[config.mk]
export PLATFORM = sky130hd
export DESIGN_NAME = router_port_deserializer
export DESIGN_NICKNAME = d
export VERILOG_FILES = /design/src/rtl/router_port_deserializer.sv
export SDC_FILE = /design/constraint.sdc
export NUM_CORES = 1
export LEC_CHECK = 0
export BUFFER_PORTS_ARGS = -buffer_cell sky130_fd_sc_hd__clkbuf_2
export CAP_MARGIN = 0
export CORE_MARGIN = 4
export CORE_UTILIZATION = 28
export CTS_BUF_LIST = sky130_fd_sc_hd__clkbuf_4
export DETAILED_ROUTE_END_ITERATION = 6
export PLACE_DENSITY = 0.54
export SLEW_MARGIN = 30
export SYNTH_ARGS = -nofsm -noshare
export SYNTH_HDL_FRONTEND = slang
export SYNTH_SLANG_ARGS = --single-unit
[constraint.sdc]
create_clock -name clock -period 1.85 [get_ports clock]
set_clock_uncertainty 0.05 [all_clocks]
set_input_delay 0.37 -clock clock [delete_from_list [all_inputs] [get_ports clock]]
set_output_delay 0.37 -clock clock [all_outputs]
set_load 0.01 [all_outputs]
[src/rtl/router_port_deserializer.sv]
// Serial-to-byte deserializer for one router output port: assembles LSB-first bytes,
// buffers them in a small FIFO and reports framing/overflow errors and good-packet count.
//
// state | meaning
// IDLE  | waiting for frameo_n to fall; stray valido_n pulses ignored
// RECV  | inside a frame; valid bits shifted in, gaps ignored
module router_port_deserializer #(
  parameter int FIFO_DEPTH = 4,
  parameter int CNT_W      = 16
) (
  input  logic             clock,
  input  logic             reset_n,
  input  logic             frameo_n,
  input  logic             valido_n,
  input  logic             dout,
  output logic [7:0]       byte_data,
  output logic             byte_last,
  output logic             byte_valid,
  input  logic             byte_ready,
  output logic             busy,
  output logic             frame_err,
  output logic             ovf_err,
  output logic [CNT_W-1:0] pkt_count
);

  localparam int PTR_W = (FIFO_DEPTH > 1) ? $clog2(FIFO_DEPTH) : 1;

  typedef enum logic {IDLE, RECV} rxState_e;

  rxState_e       state, stateNext;
  logic [2:0]     bitCnt;
  logic [7:0]     shiftReg;
  logic [7:0]     assembled;
  logic           pktOvf;
  logic           sampleBit, pushReq, pushLast, endGood, endBad;

  logic [PTR_W:0] wrPtr, rdPtr;
  logic [7:0]     dataMem [FIFO_DEPTH];
  logic           lastMem [FIFO_DEPTH];
  logic           fifoEmpty, fifoFull, popEn, pushEn, dropByte;

  always_ff @(posedge clock or negedge reset_n) begin
    if (!reset_n) state <= IDLE;
    else          state <= stateNext;
  end

  always_comb begin
    stateNext = state;
    sampleBit = 1'b0;
    pushReq   = 1'b0;
    pushLast  = 1'b0;
    endGood   = 1'b0;
    endBad    = 1'b0;
    case (state)
      IDLE: begin
        if (!frameo_n) begin
          stateNext = RECV;
          sampleBit = !valido_n;
        end
      end
      RECV: begin
        if (!valido_n) begin
          sampleBit = 1'b1;
          if (bitCnt == 3'd7) begin
            pushReq  = 1'b1;
            pushLast = frameo_n;
          end
          if (frameo_n) begin
            stateNext = IDLE;
            endGood   = (bitCnt == 3'd7);
            endBad    = (bitCnt != 3'd7);
          end
        end else if (frameo_n) begin
          // frame dropped without a closing bit
          stateNext = IDLE;
          endBad    = 1'b1;
        end
      end
      default: stateNext = IDLE;
    endcase
  end

  always_comb begin
    assembled         = shiftReg;
    assembled[bitCnt] = dout;
  end

  assign fifoEmpty = (wrPtr == rdPtr);
  assign fifoFull  = (wrPtr[PTR_W] != rdPtr[PTR_W]) &&
                     (wrPtr[PTR_W-1:0] == rdPtr[PTR_W-1:0]);
  assign popEn     = byte_valid && byte_ready;
  // a pop on the same edge frees the slot the push needs
  assign pushEn    = pushReq && (!fifoFull || popEn);
  assign dropByte  = pushReq && fifoFull && !popEn;

  always_ff @(posedge clock or negedge reset_n) begin
    if (!reset_n) begin
      shiftReg  <= '0;
      bitCnt    <= '0;
      pktOvf    <= 1'b0;
      wrPtr     <= '0;
      rdPtr     <= '0;
      frame_err <= 1'b0;
      ovf_err   <= 1'b0;
      pkt_count <= '0;
    end else begin
      if (sampleBit) shiftReg <= assembled;

      if (endGood || endBad) bitCnt <= '0;
      else if (sampleBit)    bitCnt <= bitCnt + 3'd1;

      if (state == IDLE)  pktOvf <= 1'b0;
      else if (dropByte)  pktOvf <= 1'b1;

      if (endBad)   frame_err <= 1'b1;
      if (dropByte) ovf_err   <= 1'b1;
      if (endGood && !pktOvf && !dropByte) pkt_count <= pkt_count + CNT_W'(1);

      if (pushEn) wrPtr <= wrPtr + (PTR_W+1)'(1);
      if (popEn)  rdPtr <= rdPtr + (PTR_W+1)'(1);
    end
  end

  always_ff @(posedge clock) begin
    if (pushEn) begin
      dataMem[wrPtr[PTR_W-1:0]] <= assembled;
      lastMem[wrPtr[PTR_W-1:0]] <= pushLast;
    end
  end

  assign byte_valid = !fifoEmpty;
  assign byte_data  = byte_valid ? dataMem[rdPtr[PTR_W-1:0]] : 8'h00;
  assign byte_last  = byte_valid ? lastMem[rdPtr[PTR_W-1:0]] : 1'b0;
  assign busy       = (state == RECV);

endmodule

; Word-level counts from Yosys, hierarchy flattened
; Memory sizes are Yosys's and may differ from the RTL's.
; Cells that the tools add are included.
[word_totals]
reg_bits = 37
out_inout_bits = 29
in_bits = 6
wordCells = 69
mem_bits_rw = 36
mem_count = 2
[memory_table]
columns = memory, words, width, rd, rd_ports_with_merged_regs, write_ports, line
row1 = dataMem, 4, 8, 1, 0, 1, 38  ; logic [7:0] dataMem [FIFO_DEPTH];
row2 = lastMem, 4, 1, 1, 0, 1, 39  ; logic lastMem [FIFO_DEPTH];
[classes]
add_sub_neg = 4
magnitude_cmp = 2
eq_ne = 6
bitwise_logic = 1
reduce_logical = 17
n_mux = 28
[ops]
columns = cell, n
row1 = two-way mux 1 bit, 22
row2 = "adder 16 x 1 -> 16 bit, second input constant", 1
row3 = "adder 3 x 1 -> 3 bit, second input constant", 3
row4 = bitwise mux 8 bit, 1
row5 = logical AND 1 bit, 8
row6 = two-way mux 8 bit, 1
row7 = zero test 1 bit, 6
row8 = two-way mux 3 bit, 2
row9 = "< comparator 3 x 4 -> 1 bit, second input constant", 1
row10 = demux 1 bit (select 3 bit), 1
row11 = == test 3 bit, 1
row12 = "== test 3 bit, second input constant", 1
row13 = ">= comparator 3 x 1 -> 1 bit, second input constant", 1
row14 = "inequality test 3 bit, second input constant", 1
row15 = == test 2 bit, 1
row16 = logical OR 1 bit, 2
row17 = "inequality test 2 x 1 -> 1 bit, second input constant", 1
row18 = case mux 1 bit (2 select lines), 1
row19 = nonzero test 2 bit, 1
row20 = inequality test 1 bit, 1
row21 = NOT 1 bit, 1

; Longest topological paths before layout
[depth]
word_depth = 8
mapped_depth = 7
ltp_nobuf = 6

; Least setup slack after synthesis
; No wires, ideal clock.
[synth_timing]
path_type = register to register
start = register bitCnt[0]
end = memory dataMem[0][0], enable pin
required_ps = 1463
arrival_time_ps = 1404
path_buffers = 0
setup_time_ps = 337
setup_slack_ps = 59
synth_period_minus_slack_ps = 1791
stages_incl_launch_ff = 6
path_cell_list = dfrtp_1 > ha_1 > ha_1 > nand3b_1 > a41oi_2 > and2_1
[synth_via]
elab_chain_len = 7
[synth_lines]
columns = element, line
row1 = start: declaration, 31  ; logic [2:0] bitCnt;
row2 = start signal: assignment, 110  ; else if (sampleBit) bitCnt <= bitCnt + 3'd1;
row3 = == test 3 bit, 64  ; if (bitCnt == 3'd7) begin
row4 = two-way mux 1 bit, 64
row5 = two-way mux 1 bit, 62  ; if (!valido_n) begin
row6 = two-way mux 1 bit, 54  ; case (state)
row7 = logical AND 1 bit, 93  ; assign pushEn = pushReq && (!fifoFull || popEn);
row8 = two-way mux 1 bit, 125  ; if (pushEn) begin
row9 = two-way mux 1 bit (not written as such), 126  ; dataMem[wrPtr[PTR_W-1:0]] <= assembled;
row10 = end: declaration, 38
; No other way between the ends.

; Final worst setup path
[layout_timing]
start = register rdPtr[0]
end = output port byte_data[2]
[layout_via]
elab_chain_len = 2
word_cells_on_any_way = 3
classes_between = eq/ne: 1 / mux: 1 / memory: 1
[layout_lines]
columns = element, line
row1 = start: declaration, 37  ; logic [PTR_W:0] wrPtr, rdPtr;
row2 = start signal: assignment, 120  ; if (popEn) rdPtr <= rdPtr + (PTR_W+1)'(1);
row3 = memory (4 x 8 bit) or == test 3 bit (tied branches), -
row4 = two-way mux 8 bit (*), 132  ; assign byte_data = byte_valid ? dataMem[rdPtr[PTR_W-1:0]] : 8'h00;
row5 = end: declaration, 16  ; output logic [7:0] byte_data,
; Every way passes the cells marked *; elsewhere a longest branch is shown, timed or not.

==> impl_metrics.yaml <==
outcome:
  status: "finished, violations left"
  violations: "setup timing"
logic_synthesis:
  ys_types: 41
  synth_cells: 218
  netlist_area_sq_um: 3300
  synth_area_per_cell_sq_um: 15.2
  ys.flop_type: "dfrtp_1"
  synth_seq_area_share_pct: 60.7
  ys_warn_count: 0
  synth_fp_nets: 233
  synth_seq_cells: 73
  synthArstFlopShare_pct: 50.7
  synth-edff-count: 36
die:
  io_pins: 35
  die_w_microns: 117
  die-height_microns: 117
  std_cell_rows: 39
  core_sq_um: 11500
  initial_core_util_pct: 28.8
  die-area_sq_um: 13600
setup_path:
  worstPathMaxFanout: 12
  max_stage_delay_ns: 0.44
  end_kind: "output pin"
  crit_chain: "buf_4 -> xnor2_4 -> nand3b_1 -> buf_6 -> and2_4 -> clkbuf_2"
  required_ns: 1.43
  worst-setup-path-type: "reg2out"
  r2r-start: "bitCnt[1]"
  critPathLaunchType: "register"
  critPathLaunch: "rdPtr[0]"
  cp_slowest_cell: "dfrtp_2"
  crit_arrival_ns: 1.75
timing:
  hold_violations: 0
  fmax_mhz: 460
  min_period_ns: 2.17
  maxSlewHeadroom_pct: 68.3
  period_share_pct: 117
  tns_ns: -3.03
  rsz0062_at_grt: "yes"
  worst_slew_pin_slew_ns: 0.475
  layout_setup_ws_ns: -0.323
  drv_slew: 0
  setup_viol_count_final: 10
power:
  p_int_mw: 3.08
  p_comb_share_pct: 34.6
  worst_ir_drop_vdd_v: 0.000464
  p_seq_share_pct: 46.1
  power_frac_clock_pct: 19.3
  total_power_mw: 4.44
  p_per_area_nw_per_um2: 1100
  p_switching_mw: 1.36
  sw_frac_of_total_pct: 30.7
  p_leak_nw: 1.69
worst_hold_path:
  worstHoldStart: "frameo_n"
  hold_class: "in2reg"
routing:
  vias: 1929
  dr.pass1.iters: 4
  wl_met2_mm: 2.95
  drt-met1-wl_mm: 2.78
  wl_met3_microns: 225
  postRouteWirelength_mm: 6.10
  drc: 0
  viasPerCell: 4.50
  dr.first_iter.drc_count: 89
  highest_layer: "met4"
  wl_per_cell_microns: 14.2
  postRouteAntennaNets: 0
placed_design:
  port_buffers: 34
  dpl.hpwl_mm: 4.14
  routabilityCongestion: 0.769
clocking:
  cts_htree_levels: 3
  cts_tree: "yes"
  clk_latency_ns: 0.41
  clock_sinks: 73
  cts_buffers: 9
  clk_pin_slew_ns: 0.12
  clockBufferDepth: 2
  root_buffer: "clkbuf_4"
layout:
  layout-drive-gt1-share_pct: 43.9
  layout_common_cells: "36 x dfrtp_1, 36 x edfxtp_1, 32 x clkbuf_2"
  final_nets: 295
  area_growth_pct: 21.9
  n_fill_cell: 1111
job:
  cap_violations: 0
global_route:
  grt_pass1_vias: 1943
  antenna_found_initial: 1
  grt_pass1_wl_mm: 9.89
  grt_use_total_pct: 9.73
  gr-total-overflow: 0
  grt_max_degree: 38
[sequential cells by signal, indices dropped and copies added, names as in the netlist]
name / count
shiftReg: 8
ovf_err: 1
dataMem: 32
lastMem: 4
busy: 1
pkt_count: 16
frame_err: 1
pktOvf: 1
wrPtr: 3
bitCnt: 3
rdPtr: 3
[power groups by stage]
stage	registers (mW)	logic, mW	clock network [mW]
2_1_floorplan	2.05	0.933	0
3_3_place_gp	2.06	1.35	0
3_5_place_dp	2.07	1.37	0
4_1_cts	2.04	1.66	0.892
5_1_grt	2.07	1.70	0.959
6_report	2.05	1.53	0.856
[per-layer routing]
layer / up-vias / global-route usage [%]
met5: - / 0
met4: 0 / 5.12
met3: 10 / 2.59
met2: 24 / 15.0
met1: 969 / 12.5
li1: 926 / -
[cell families (layout without fill, tap and decap cells)]
group	after synthesis	after routing	share of synthesized area (%)
and+or+nand+nor	63	63	12.3
other	0	1	0
buffers and inverters	13	80	2.04
AOI/OAI and AO/OA	10	10	2.76
DFF	73	73	60.7
muxes	28	28	12.7
xor gates and xnor gates	22	22	6.06
adders and majority gates	9	9	3.41
[per-stage QoR]
step | utilization (%) | cell area, sq um | instances | hold WS [ns] | setup slack [ns]
global route | 35.1 | 4030 | 429 | 0.144 | -0.414
CTS | 35.4 | 4050 | 430 | 0.119 | -0.407
global placement | 33.1 | 3790 | 405 | 0.404 | -0.0231
detailed placement | 33.1 | 3790 | 405 | 0.404 | -0.0210
floorplan | - | 3300 | 218 | 0.0244 | 0.0590
finish | 35.1 | 4030 | 429 | 0.152 | -0.323
[final timing paths]
kind | endpoint | slack (ns) | cells after the start
max | byte_data[2] | -0.32 | 6
min | busy | 0.15 | 2
max reg2reg | lastMem[2] | 0.07 | 6
min reg2reg | pkt_count[15] | 0.43 | 1
max in group asynchronous | rdPtr[0] | 0.92 | 3
min in group asynchronous | pkt_count[10] | 0.48 | 3
[timing repair]
item / in CTS / in global routing
gates cloned: 1 / 0
setup buffers: 7 / 1
setup endpoints to repair: 47 / 55
gates resized for setup: 12 / 12
hold buffers: 1 / 0
hold endpoints to repair: 37 / 0
pin swaps: 10 / 5
[critical path: cells and delay by family, from the launching register on]
family	cells	cell delay, ns
xor+xnor	1	0.18
flops	1	0.44
buf+inv	3	0.44
simple gates	2	0.28
[layout make-up]
class | instances | area [sq um] | area share [%]
timing repair buffer | 60 | 404 | 10.0
clock buffer | 11 | 82.6 | 2.05
inverter | 4 | 15.0 | 0.373
tap | 143 | 179 | 4.44
clock inverter | 5 | 32.5 | 0.807
multi-input combinational | 132 | 1310 | 32.4
sequential | 73 | 2010 | 49.8
antenna | 1 | 2.50 | 0.0621
[synth_stat cells, types with 2 or more instances]
master	count	share of area (%)
dfrtp_1	37	28
a22o_1	2	0.53
nand3_1	8	1.2
nor3b_1	2	0.45
edfxtp_1	36	33
nor2_1	4	0.45
and4_1	3	0.80
mux2_2	17	5.8
and2_1	16	3.0
mux4_2	9	6.1
nand2_1	5	0.57
ha_1	9	3.4
a21oi_1	2	0.30
xnor2_1	20	5.3
and3_1	5	0.95
nand4_1	6	1.1
buf_2	6	0.91
nand3b_1	5	1.1
inv_1	4	0.45
No activity file was read; power rests on OpenSTA's default activity.
